File: src/rtl/spi_host.sv
// spi_host: mode-0 SPI command transmitter, MSB first, with post-frame hold and inter-frame gap.
// Every output comes straight from a flop; the FSM is split into state register, next-state and output logic.
module spi_host #(
    parameter int CMD_BITS = 4,
    parameter int CLK_DIV  = 2
) (
    input  logic                clk,
    input  logic                rst,
    input  logic [CMD_BITS-1:0] cmd,
    input  logic                cmd_valid,
    output logic                cmd_ready,
    output logic                busy,
    output logic                done,
    output logic                spi_clk,
    output logic                mosi,
    output logic                cs
);
    localparam int CW = $clog2(CLK_DIV + 1);
    localparam int BW = CMD_BITS > 1 ? $clog2(CMD_BITS) : 1;
    localparam logic [CW-1:0] RELOAD = CW'(CLK_DIV - 1);
    localparam logic [BW-1:0] LAST = BW'(CMD_BITS - 1);

    typedef enum logic [1:0] {IDLE, SHIFT, HOLD, GAP} state_t;

    state_t              state_q, state_d;
    logic [CW-1:0]       cnt_q, cnt_d;
    logic [BW-1:0]       bit_q, bit_d;
    logic [CMD_BITS-1:0] sh_q, sh_d;
    logic                ready_q, ready_d, busy_q, busy_d, done_q, done_d;
    logic                sclk_q, sclk_d, mosi_q, mosi_d, cs_q, cs_d;
    logic                accept, half_end, last_bit;

    assign accept   = state_q == IDLE && ready_q && cmd_valid;
    assign half_end = cnt_q == '0;
    assign last_bit = bit_q == LAST;

    always_ff @(posedge clk or negedge rst) begin
        if (!rst) state_q <= IDLE;
        else      state_q <= state_d;
    end

    always_comb begin
        state_d = state_q;
        case (state_q)
            IDLE:    if (accept) state_d = SHIFT;
            SHIFT:   if (half_end && sclk_q && last_bit) state_d = HOLD;
            HOLD:    if (half_end) state_d = GAP;
            GAP:     if (half_end) state_d = IDLE;
            default: state_d = IDLE;
        endcase
    end

    // cnt_q counts down each half-period; it is preloaded while idle so the first low half is full length
    always_comb begin
        cnt_d  = half_end ? RELOAD : cnt_q - CW'(1);
        bit_d  = bit_q;
        sh_d   = sh_q;
        sclk_d = sclk_q;
        mosi_d = mosi_q;
        cs_d   = cs_q;
        done_d = 1'b0;
        case (state_q)
            IDLE: begin
                cnt_d = RELOAD;
                bit_d = '0;
                if (accept) begin
                    sh_d   = cmd << 1;
                    mosi_d = cmd[CMD_BITS-1];
                    cs_d   = 1'b0;
                    sclk_d = 1'b0;
                end
            end
            SHIFT: begin
                if (half_end && !sclk_q) sclk_d = 1'b1;
                if (half_end && sclk_q) begin
                    sclk_d = 1'b0;
                    if (!last_bit) begin
                        bit_d  = bit_q + BW'(1);
                        mosi_d = sh_q[CMD_BITS-1];
                        sh_d   = sh_q << 1;
                    end
                end
            end
            HOLD: begin
                if (half_end) begin
                    cs_d   = 1'b1;
                    mosi_d = 1'b0;
                    done_d = 1'b1;
                end
            end
            default: ;
        endcase
        ready_d = state_d == IDLE;
        busy_d  = state_d != IDLE;
    end

    always_ff @(posedge clk or negedge rst) begin
        if (!rst) begin
            cnt_q   <= '0;
            bit_q   <= '0;
            sh_q    <= '0;
            ready_q <= 1'b0;
            busy_q  <= 1'b0;
            done_q  <= 1'b0;
            sclk_q  <= 1'b0;
            mosi_q  <= 1'b0;
            cs_q    <= 1'b1;
        end else begin
            cnt_q   <= cnt_d;
            bit_q   <= bit_d;
            sh_q    <= sh_d;
            ready_q <= ready_d;
            busy_q  <= busy_d;
            done_q  <= done_d;
            sclk_q  <= sclk_d;
            mosi_q  <= mosi_d;
            cs_q    <= cs_d;
        end
    end

    assign cmd_ready = ready_q;
    assign busy      = busy_q;
    assign done      = done_q;
    assign spi_clk   = sclk_q;
    assign mosi      = mosi_q;
    assign cs        = cs_q;
endmodule

File: config.mk
export PLATFORM = sky130hd
export DESIGN_NAME = spi_host
export DESIGN_NICKNAME = d
export VERILOG_FILES = /design/src/rtl/spi_host.sv
export SDC_FILE = /design/constraint.sdc
export NUM_CORES = 1
export LEC_CHECK = 0
export BUFFER_PORTS_ARGS = -buffer_cell sky130_fd_sc_hd__buf_2
export CORE_MARGIN = 5
export CORE_UTILIZATION = 48
export DETAILED_ROUTE_END_ITERATION = 16
export PLACE_DENSITY = 0.72
export SLEW_MARGIN = 20
export SYNTH_ARGS = -nofsm -noshare
export SYNTH_HDL_FRONTEND = slang
export SYNTH_SLANG_ARGS = --single-unit
File: constraint.sdc
create_clock -name clk -period 1.7 [get_ports clk]
set_input_delay 0.17 -clock clk [delete_from_list [all_inputs] [get_ports clk]]
set_output_delay 0.17 -clock clk [all_outputs]
set_load 0.03 [all_outputs]
==> impl_metrics.py, run 1 <==
metrics = {
    "yosys": {
        "postSynthCellCount": 74,
        "synthFlopType": "dfrtp_1",
        "synthTopCellsByArea": "dfrtp_1 (42%), ha_1 (9.0%), mux2_2 (8.1%), o21ai_0 (3.6%), dfstp_2 (3.2%)",
        "ys.warnings.count": 0,
        "synth_seq_cells": 15,
        "synth.top_cells.by_count": "dfrtp_1 (14), ha_1 (6), mux2_2 (6), o21ai_0 (6)",
        "ys_types": 31,
        "async_reset_ff_frac": 1.00,
        "postSynthAreaPerCell_um2": 11.2,
        "ys_seq_area_frac": 0.453,
        "synthMostInstantiatedCell": "dfrtp_1",
        "syn_area_um2": 832,
        "synth_nets": 87,
        "synth_top_area_share": 0.421,
        "yosys.area.top_type": "dfrtp_1",
        "synth-edff-count": 0,
    },
    "critical_path": {
        "required_ps": 1890,
        "setup.worst_path.start_class": "flip-flop",
        "path_buf_inv": 1,
        "critPathSlowestCell": "dfrtp_1",
        "critPathKind": "flip-flop to flip-flop",
        "path_max_fanout": 3,
        "critPathArrivalTime_ps": 1910,
        "max_stage_delay_ps": 420,
        "crit_family": "compound AO/OA/AOI/OAI gates",
        "setup.worst_path.end_class": "flip-flop",
        "worstPathCellList": "buf_4, ha_2, o21a_1, o31ai_2, o2111ai_2, or2_1",
    },
    "floorplanning": {
        "core-area_um2": 1690,
        "die_y_um": 51.6,
        "ios": 13,
        "die_area_um2": 2670,
        "die_w_um": 51.6,
        "start_util": 0.493,
        "row_count": 15,
    },
    "grt": {
        "grt_use_total": 0.131,
        "first_global_vias": 597,
        "grt_max_degree": 16,
        "grt_pass1_wl_um": 2550,
        "grt_overflow": 0,
        "antenna_found_initial": 0,
    },
    "clocking": {
        "htreeDepth": 1,
        "root_buffer": "clkbuf_4",
        "cts.sinks": 15,
        "cts_made_buffers": 3,
        "cts_tree": "done",
        "path_clk_slew_ps": 100,
        "cts_buffer_depth": 2,
        "clk_latency_ps": 290,
    },
    "timing": {
        "maxSlewViolCount": 0,
        "timing.final.ws_setup_ps": -21.6,
        "finalHoldViolCount": 0,
        "fmax_mhz": 581,
        "rsz0062_at_grt": "yes",
        "clock_skew_ps": 5.64,
        "worst_hold_slack_ps": 165,
        "tightest_slew_ps": 332,
        "period_needed_ps": 1720,
        "fin_crit_sh": 1.01,
        "slew_headroom": 0.777,
        "setup_viol": 1,
    },
    "worst_hold_path": {
        "hold_class": "input port to flip-flop",
    },
    "pwr": {
        "p_clk_frac": 0.115,
        "p_int_mw": 1.12,
        "swShare": 0.395,
        "seqPwrFrac": 0.311,
        "power.density_nw_per_um2": 1640,
        "share_comb_of_total_power": 0.575,
        "vdd_drop_max_uv": 1000,
        "p_switching_mw": 0.730,
        "finalPower_mw": 1.85,
        "cellLeakagePower_nw": 0.529,
    },
    "detailed_routing": {
        "drc": 0,
        "vias": 670,
        "antenna_left": 0,
        "wire_per_inst_um": 14.9,
        "wirelength_um": 1830,
        "drt-vias-per-instance": 5.45,
        "drt_pass1_iterations": 4,
        "dr.first_iter.drc_count": 9,
    },
    "final_layout": {
        "antenna_cells": 0,
        "drive_above_1_share": 0.538,
        "area_growth_pct": 35.5,
        "postLayoutCellArea_um2": 1130,
        "final_cells": 123,
        "nNetsFinal": 120,
    },
    "placed_design": {
        "pre_cts_slack_ps": -41.5,
        "dp_hpwl_um": 1140,
        "place.gp.congestion": 0.860,
        "dpl_cell_area_um2": 977,
        "placedCellCount": 111,
        "io_buffers": 12,
    },
    "status": {
        "outcome": "finished with violations",
        "violations": "negative setup slack",
    },
    "flow_run": {
        "drv_cap": 0,
    },
}
==> logic make-up after synthesis <==
| kind of cell | share of synthesized area |
|---|---|
| XOR/XNOR | 0.0105 |
| multiplexers | 0.0812 |
| AO/OA/AOI/OAI | 0.147 |
| flip-flops | 0.453 |
| buffers and inverters | 0.0271 |
| AND/OR/NAND/NOR | 0.191 |
| adder cells (fa/ha/maj) | 0.0902 |
==> worst register-to-register path, delay by kind of cell, from the launching register on <==
family,cells,cell delay [ps]
flops,1,420
compound gates,3,590
fa+ha+maj,1,200
buf+inv,1,160
simple gates,1,250
==> path summary, 6_finish.rpt <==
path	slack (ps)	cells past startpoint	startpoint	end
hold reg to reg	520	1	sh_q[3]	sh_q[3]
setup / recovery	-20	6	state_q[0]	busy
min in group asynchronous	300	2	rst	bit_q[1]
setup reg to reg	-20	6	state_q[0]	busy
hold / removal	160	3	cmd[0]	sh_q[1]
max in group asynchronous	1100	2	rst	cs
==> power by group through the flow <==
stage          logic (mW)  registers, mW  clock network (mW)
2_1_floorplan       0.506          0.651                   0
3_3_place_gp        0.854          0.570                   0
3_5_place_dp        0.865          0.575                   0
4_1_cts             0.890          0.561               0.220
5_1_grt              1.17          0.581               0.237
6_report             1.06          0.573               0.212
==> cell usage in the layout (no fill, tap or decap), drive strengths merged <==
cell         instances
o2111ai              1
nand3b               1
mux2                 6
nor2                 6
ha                   6
nor3                 2
a21boi               1
o21ai                6
a21oi                2
nand3                1
o31ai                1
or2                  1
clkinv               1
o21a                 1
and4bb               1
buf                 28
a221oi               1
and2                 1
nand4b               1
nor4                 1
or2b                 1
dfstp                1
a21bo                1
nor4b                1
inv                  5
dlygate4sd3          1
nor2b                1
dfrtp               14
xor2                 1
clkbuf               3
a22o                 3
nand4                1
nand2                4
==> cell type report <==
class / instances / area (um^2)
inverter: 5 / 18.8
multi-input combinational: 53 / 493
clock buffer: 3 / 22.5
clock inverter: 1 / 5.00
tap: 17 / 21.3
timing repair buffer: 29 / 190
sequential: 15 / 377
fill: 143 / 562
==> registers in the layout, indices dropped and copies added, names as in the netlist <==
register	cells
cnt_q	2
mosi	1
done	1
spi_clk	1
cs	1
state_q	2
bit_q	2
busy	1
sh_q	3
cmd_ready	1
==> stage by stage <==
step,TNS [ps],util
2_1_floorplan,0,-
3_3_place_gp,0,0.579
3_5_place_dp,-81.0,0.579
4_1_cts,0,0.610
5_1_grt,-144,0.667
6_report,-21.6,0.667
==> timing repair <==
item                                    CTS  global route
hold buffers                              1             0
resized for setup                         0            15
endpoints found under the setup margin    3             4
endpoints found under the hold margin    14             0
pin swaps                                 0             6
buffers inserted                          2             5
==> per-layer routing <==
metal	routed length, um	track usage	vias up
li1	-	-	331
met1	838	0.160	323
met2	900	0.210	12
met3	54	0.0344	4
met5	0	0	-
met4	33	0.0655	0
Power figures use the tool's default switching activity.
==> run 2: changes to the inputs <==
--- a/config.mk
+++ b/config.mk
@@ -7,9 +7,9 @@
 export LEC_CHECK = 0
 export BUFFER_PORTS_ARGS = -buffer_cell sky130_fd_sc_hd__buf_2
 export CORE_MARGIN = 5
-export CORE_UTILIZATION = 48
+export CORE_UTILIZATION = 57
 export DETAILED_ROUTE_END_ITERATION = 16
-export PLACE_DENSITY = 0.72
+export PLACE_DENSITY = 0.8
 export SLEW_MARGIN = 20
 export SYNTH_ARGS = -nofsm -noshare
 export SYNTH_HDL_FRONTEND = slang
==> constraint.sdc (replaced) <==
create_clock -name clk -period 2.02 [get_ports clk]
set_input_delay 0.202 -clock clk [delete_from_list [all_inputs] [get_ports clk]]
set_output_delay 0.202 -clock clk [all_outputs]
set_load 0.03 [all_outputs]
==> run 2 against run 1 <==
The flow now finishes without violations. Sequential share of layout area up 6.2 points. Worst setup slack better by 210 ps. Maximum frequency down 5.9%. Combinational power down 41%. Worst hold slack better by 37 ps. Register-to-register slack better by 210 ps. Flip-flop and latch count unchanged. Critical path depth unchanged. Sequential power down 16%. First-iteration DRC count down 67%. Routed wire length down 22%. Core utilization up 4.6 points. Critical path type unchanged. Critical endpoint is now sh_q[2]. Largest cell class unchanged. Largest power group unchanged. Highest routed layer unchanged.
==> impl_metrics.py, run 2 (synthesis results as in run 1) <==
metrics = {
    "detailed_routing": {
        "antenna_left": 0,
        "wire_per_inst_um": 13.4,
        "wirelength_um": 1420,
        "vias": 575,
        "drt-vias-per-instance": 5.42,
        "dr.first_iter.drc_count": 3,
        "drc": 0,
        "drt_pass1_iterations": 3,
    },
    "timing": {
        "clock_skew_ps": 7.13,
        "worst_hold_slack_ps": 202,
        "rsz0062_at_grt": "no",
        "period_needed_ps": 1830,
        "fmax_mhz": 547,
        "maxSlewViolCount": 0,
        "tns_ps": 0,
        "fin_crit_sh": 0.905,
        "setup_viol": 0,
        "slew_headroom": 0.761,
        "finalHoldViolCount": 0,
        "tightest_slew_ps": 359,
    },
    "grt": {
        "antenna_found_initial": 0,
        "grt_max_degree": 16,
        "grt_overflow": 0,
        "grt_use_total": 0.144,
        "first_global_vias": 522,
        "grt_pass1_wl_um": 2230,
    },
    "final_layout": {
        "antenna_cells": 0,
        "area_growth_pct": 14.3,
        "largest_reg_flops": 3,
        "final_cell_mix": "dfrtp_1 (14), buf_2 (12), mux2_2 (6), o21ai_0 (6), ha_1 (6)",
        "fillers": 98,
        "nNetsFinal": 105,
        "seq_area_um2": 377,
        "final_common_cell": "dfrtp_1",
        "drive_above_1_share": 0.330,
        "largest_register": "sh_q",
        "multi_input_area_um2": 433,
    },
    "floorplanning": {
        "ios": 13,
        "die_w_um": 48.2,
        "start_util": 0.624,
        "row_count": 13,
        "die_area_um2": 2320,
        "core-area_um2": 1330,
        "die_y_um": 48.2,
    },
    "clocking": {
        "cts.sinks": 15,
        "clk_latency_ps": 290,
        "cts_setup_buffers": 0,
        "cts_made_buffers": 3,
        "path_clk_slew_ps": 90,
        "root_buffer": "clkbuf_4",
        "cts_buffer_depth": 2,
        "htreeDepth": 1,
        "cts_tree": "done",
        "hold_buffers": 1,
        "cts_resized": 0,
    },
    "critical_path": {
        "critPathKind": "flip-flop to flip-flop",
        "required_ps": 2200,
        "setup.worst_path.end_class": "flip-flop",
        "path_max_fanout": 7,
        "setup.worst_path.start_class": "flip-flop",
        "critPathArrivalTime_ps": 2010,
    },
    "flow_run": {
        "drv_cap": 0,
    },
    "pwr": {
        "cellLeakagePower_nw": 0.454,
        "power.density_nw_per_um2": 1350,
        "vdd_drop_max_uv": 924,
    },
    "placed_design": {
        "place.gp.congestion": 0.779,
        "io_buffers": 12,
        "dp_hpwl_um": 1120,
    },
    "worst_hold_path": {
        "hold_class": "input port to flip-flop",
    },
    "status": {
        "outcome": "complete, no violations",
    },
}
run 2: critical path: stages (launching register included):
cell	delay [ps]
dfrtp_1	420
inv_1	100
ha_1	280
a21bo_2	270
o21ai_0	130
nor2_2	170
mux2_2	350
run 2: area by class of cell:
class,count,share of cell area
Timing Repair Buffer,14,0.0816
Sequential cell,15,0.396
Tap cell,15,0.0197
Clock buffer,4,0.0276
Multi-Input combinational cell,53,0.455
Inverter,5,0.0197
run 2: worst paths after layout:
check / slack (ps) / cells after the start / start / end
worst min-delay path: 200 / 3 / cmd[0] / sh_q[1]
worst max register to register: 190 / 6 / state_q[0] / sh_q[2]
worst max-delay path: 190 / 6 / state_q[0] / sh_q[2]
worst min register to register: 510 / 1 / sh_q[2] / sh_q[2]
max in group asynchronous: 1390 / 2 / rst / cs
min in group asynchronous: 330 / 2 / rst / bit_q[0]
run 2: routing by layer:
| metal | global-route usage | vias up | share of wire |
|---|---|---|---|
| met5 | 0 | - | 0 |
| met3 | 0.0332 | 4 | 0.037 |
| met2 | 0.219 | 8 | 0.46 |
| met1 | 0.180 | 261 | 0.47 |
| met4 | 0.0968 | 0 | 0.030 |
| li1 | - | 302 | - |
run 2: power breakdown:
group          leakage [nW]  total (mW)  internal [mW]  switching [mW]
Clock                0.0150       0.172         0.0768          0.0950
Sequential            0.188       0.482          0.401          0.0811
Combinational         0.251       0.626          0.284           0.342
run 2: metrics by stage:
step	setup WS, ps	cell area [um^2]	utilization	total power [mW]	std cells
global placement	250	915	0.686	1.11	101
detailed placement	185	915	0.686	1.12	101
global route	66.6	951	0.713	1.39	106
floorplan	311	832	-	0.971	74
CTS	174	951	0.713	1.29	106
finish	191	951	0.713	1.28	106
==> run 3: changes to the inputs <==
--- a/config.mk
+++ b/config.mk
@@ -7,9 +7,9 @@
 export LEC_CHECK = 0
 export BUFFER_PORTS_ARGS = -buffer_cell sky130_fd_sc_hd__buf_2
 export CORE_MARGIN = 5
-export CORE_UTILIZATION = 57
+export CORE_UTILIZATION = 53
 export DETAILED_ROUTE_END_ITERATION = 16
-export PLACE_DENSITY = 0.8
+export PLACE_DENSITY = 0.75
 export SLEW_MARGIN = 20
 export SYNTH_ARGS = -nofsm -noshare
 export SYNTH_HDL_FRONTEND = slang
==> constraint.sdc (replaced) <==
create_clock -name clk -period 1.89 [get_ports clk]
set_input_delay 0.189 -clock clk [delete_from_list [all_inputs] [get_ports clk]]
set_output_delay 0.189 -clock clk [all_outputs]
set_load 0.01 [all_outputs]
==> run 3 against run 2 <==
Critical endpoint is now sh_q[3]. Largest power group unchanged. Critical path type unchanged. Total power is 4.6% higher. Combinational power is 3.5% higher. Flip-flop and latch count stayed put. Non-clock buffer count is 2 higher. Via count is 5.7% higher. Final area is 2.1% higher.
==> impl_metrics.py, run 3 (synthesis results as in run 1) <==
metrics = {
    "status": {
        "outcome": "complete, no violations",
    },
    "grt": {
        "grt_pass1_wl_um": 2590,
        "antenna_found_initial": 0,
        "grt_max_degree": 16,
        "first_global_vias": 582,
        "grt_use_total": 0.131,
        "grt_overflow": 0,
    },
    "clocking": {
        "cts.sinks": 15,
        "clk_latency_ps": 270,
        "cts_made_buffers": 3,
        "root_buffer": "clkbuf_4",
        "cts_tree": "done",
        "cts_buffer_depth": 2,
        "path_clk_slew_ps": 90,
        "htreeDepth": 1,
    },
    "timing": {
        "period_needed_ps": 1790,
        "finalHoldViolCount": 0,
        "fmax_mhz": 559,
        "fin_crit_sh": 0.947,
        "setup_viol": 0,
        "tightest_slew_ps": 336,
        "maxSlewViolCount": 0,
        "tns_ps": 0,
        "slew_headroom": 0.775,
        "clock_skew_ps": 0.937,
    },
    "final_layout": {
        "final_cell_mix": "dfrtp_1 (13), buf_2 (12), mux2_2 (6), o21ai_0 (6)",
        "largest_register": "sh_q",
        "final_common_cell": "dfrtp_1",
        "antenna_cells": 0,
        "final_cells": 109,
        "largest_reg_flops": 3,
        "area_growth_pct": 16.7,
        "nNetsFinal": 107,
        "drive_above_1_share": 0.366,
    },
    "critical_path": {
        "r2r.worst_path.cells": 6,
        "critPathArrivalTime_ps": 1950,
        "critPathSlowestCell": "dfrtp_1",
        "critPathKind": "flip-flop to flip-flop",
        "worstPathCellList": "inv_1, ha_1, a21bo_2, o21ai_0, nor2_2, mux2_2",
        "regToRegStartpoint": "state_q[0]",
        "cp-startpoint": "state_q[0]",
        "path_buf_inv": 1,
        "cp.depth": 6,
        "endpoint": "sh_q[3]",
        "required_ps": 2050,
        "max_stage_delay_ps": 410,
        "crit_family": "flip-flops",
        "setup.worst_path.end_class": "flip-flop",
        "setup.worst_path.start_class": "flip-flop",
        "path_max_fanout": 6,
        "reg2reg_slack_ps": 100,
        "r2r_end": "sh_q[3]",
    },
    "placed_design": {
        "io_buffers": 12,
        "placedCellCount": 103,
        "dp_hpwl_um": 1120,
        "place.gp.congestion": 0.765,
    },
    "detailed_routing": {
        "antenna_left": 0,
        "vias": 608,
        "dr.first_iter.drc_count": 11,
        "drt_pass1_iterations": 4,
        "drt-vias-per-instance": 5.58,
        "wire_per_inst_um": 13.4,
        "drc": 0,
        "wirelength_um": 1460,
    },
    "pwr": {
        "cellLeakagePower_nw": 0.461,
        "power.density_nw_per_um2": 1380,
        "vdd_drop_max_uv": 801,
    },
    "floorplanning": {
        "ios": 13,
        "start_util": 0.552,
        "die_area_um2": 2460,
        "core-area_um2": 1510,
        "die_y_um": 49.6,
        "row_count": 14,
        "die_w_um": 49.6,
    },
    "worst_hold_path": {
        "hold_class": "input port to flip-flop",
        "whs_path_depth": 3,
    },
    "flow_run": {
        "drv_cap": 0,
    },
}
[run 3: cell count changes in the layout (fill, tap and decap cells not counted), sizes merged]
| cell | delta |
|---|---|
| buf | +2 |
[run 3: how the worst min path moves through the flow]
| stage | startpoint | endpoint | slack [ps] |
|---|---|---|---|
| final | cmd[0] | sh_q[1] | 190 |
| after global routing | cmd[0] | sh_q[1] | 220 |
| after CTS | cmd[0] | sh_q[1] | 190 |
| after detailed placement | rst | bit_q[0] | 110 |
| after global placement | rst | bit_q[0] | 100 |
| after floorplan | rst | bit_q[0] | -110 |
[run 3: metal layers]
layer | vias to the layer above | GRT usage | part of all wire
met1 | 283 | 0.181 | 0.45
met2 | 15 | 0.197 | 0.48
met5 | - | 0 | 0
met3 | 2 | 0.0392 | 0.056
li1 | 308 | - | -
met4 | 0 | 0.0393 | 0.010
[run 3: worst register-to-register path, stage by stage, from the launching register on]
cell,delay [ps]
dfrtp_1,410
inv_1,110
ha_1,250
a21bo_2,260
o21ai_0,140
nor2_2,160
mux2_2,350
[run 3: area by class of cell]
cell class	instances	area, um^2
clock buffer	4	26.3
fill	121	536
inverter	5	18.8
multi-input combinational	53	435
sequential	15	378
tap	16	20.0
timing repair buffer	16	92.6
[run 3: per-stage QoR]
| stage | worst slack (ps) | power, mW | cell area, um^2 | utilization | hold WS (ps) |
|---|---|---|---|---|---|
| after floorplan | 181 | 0.977 | 832 | - | -107 |
| after global placement | 153 | 1.14 | 923 | 0.613 | 104 |
| after detailed placement | 84.4 | 1.15 | 923 | 0.613 | 110 |
| after CTS | 76.2 | 1.33 | 960 | 0.637 | 186 |
| after global routing | -13.9 | 1.46 | 971 | 0.645 | 217 |
| final | 101 | 1.34 | 971 | 0.645 | 190 |
[run 3: power by group]
| group | internal (mW) | total [mW] | switching [mW] |
|---|---|---|---|
| Sequential | 0.429 | 0.513 | 0.0841 |
| Combinational | 0.332 | 0.648 | 0.316 |
| Clock | 0.0817 | 0.178 | 0.0962 |
[run 3: repair_timing]
action | in CTS | in global routing
resized for setup | 0 | 2
endpoints found under the hold margin | 14 | 0
endpoints found under the setup margin | 0 | 3
setup buffers | 0 | 1
hold buffers | 1 | 0
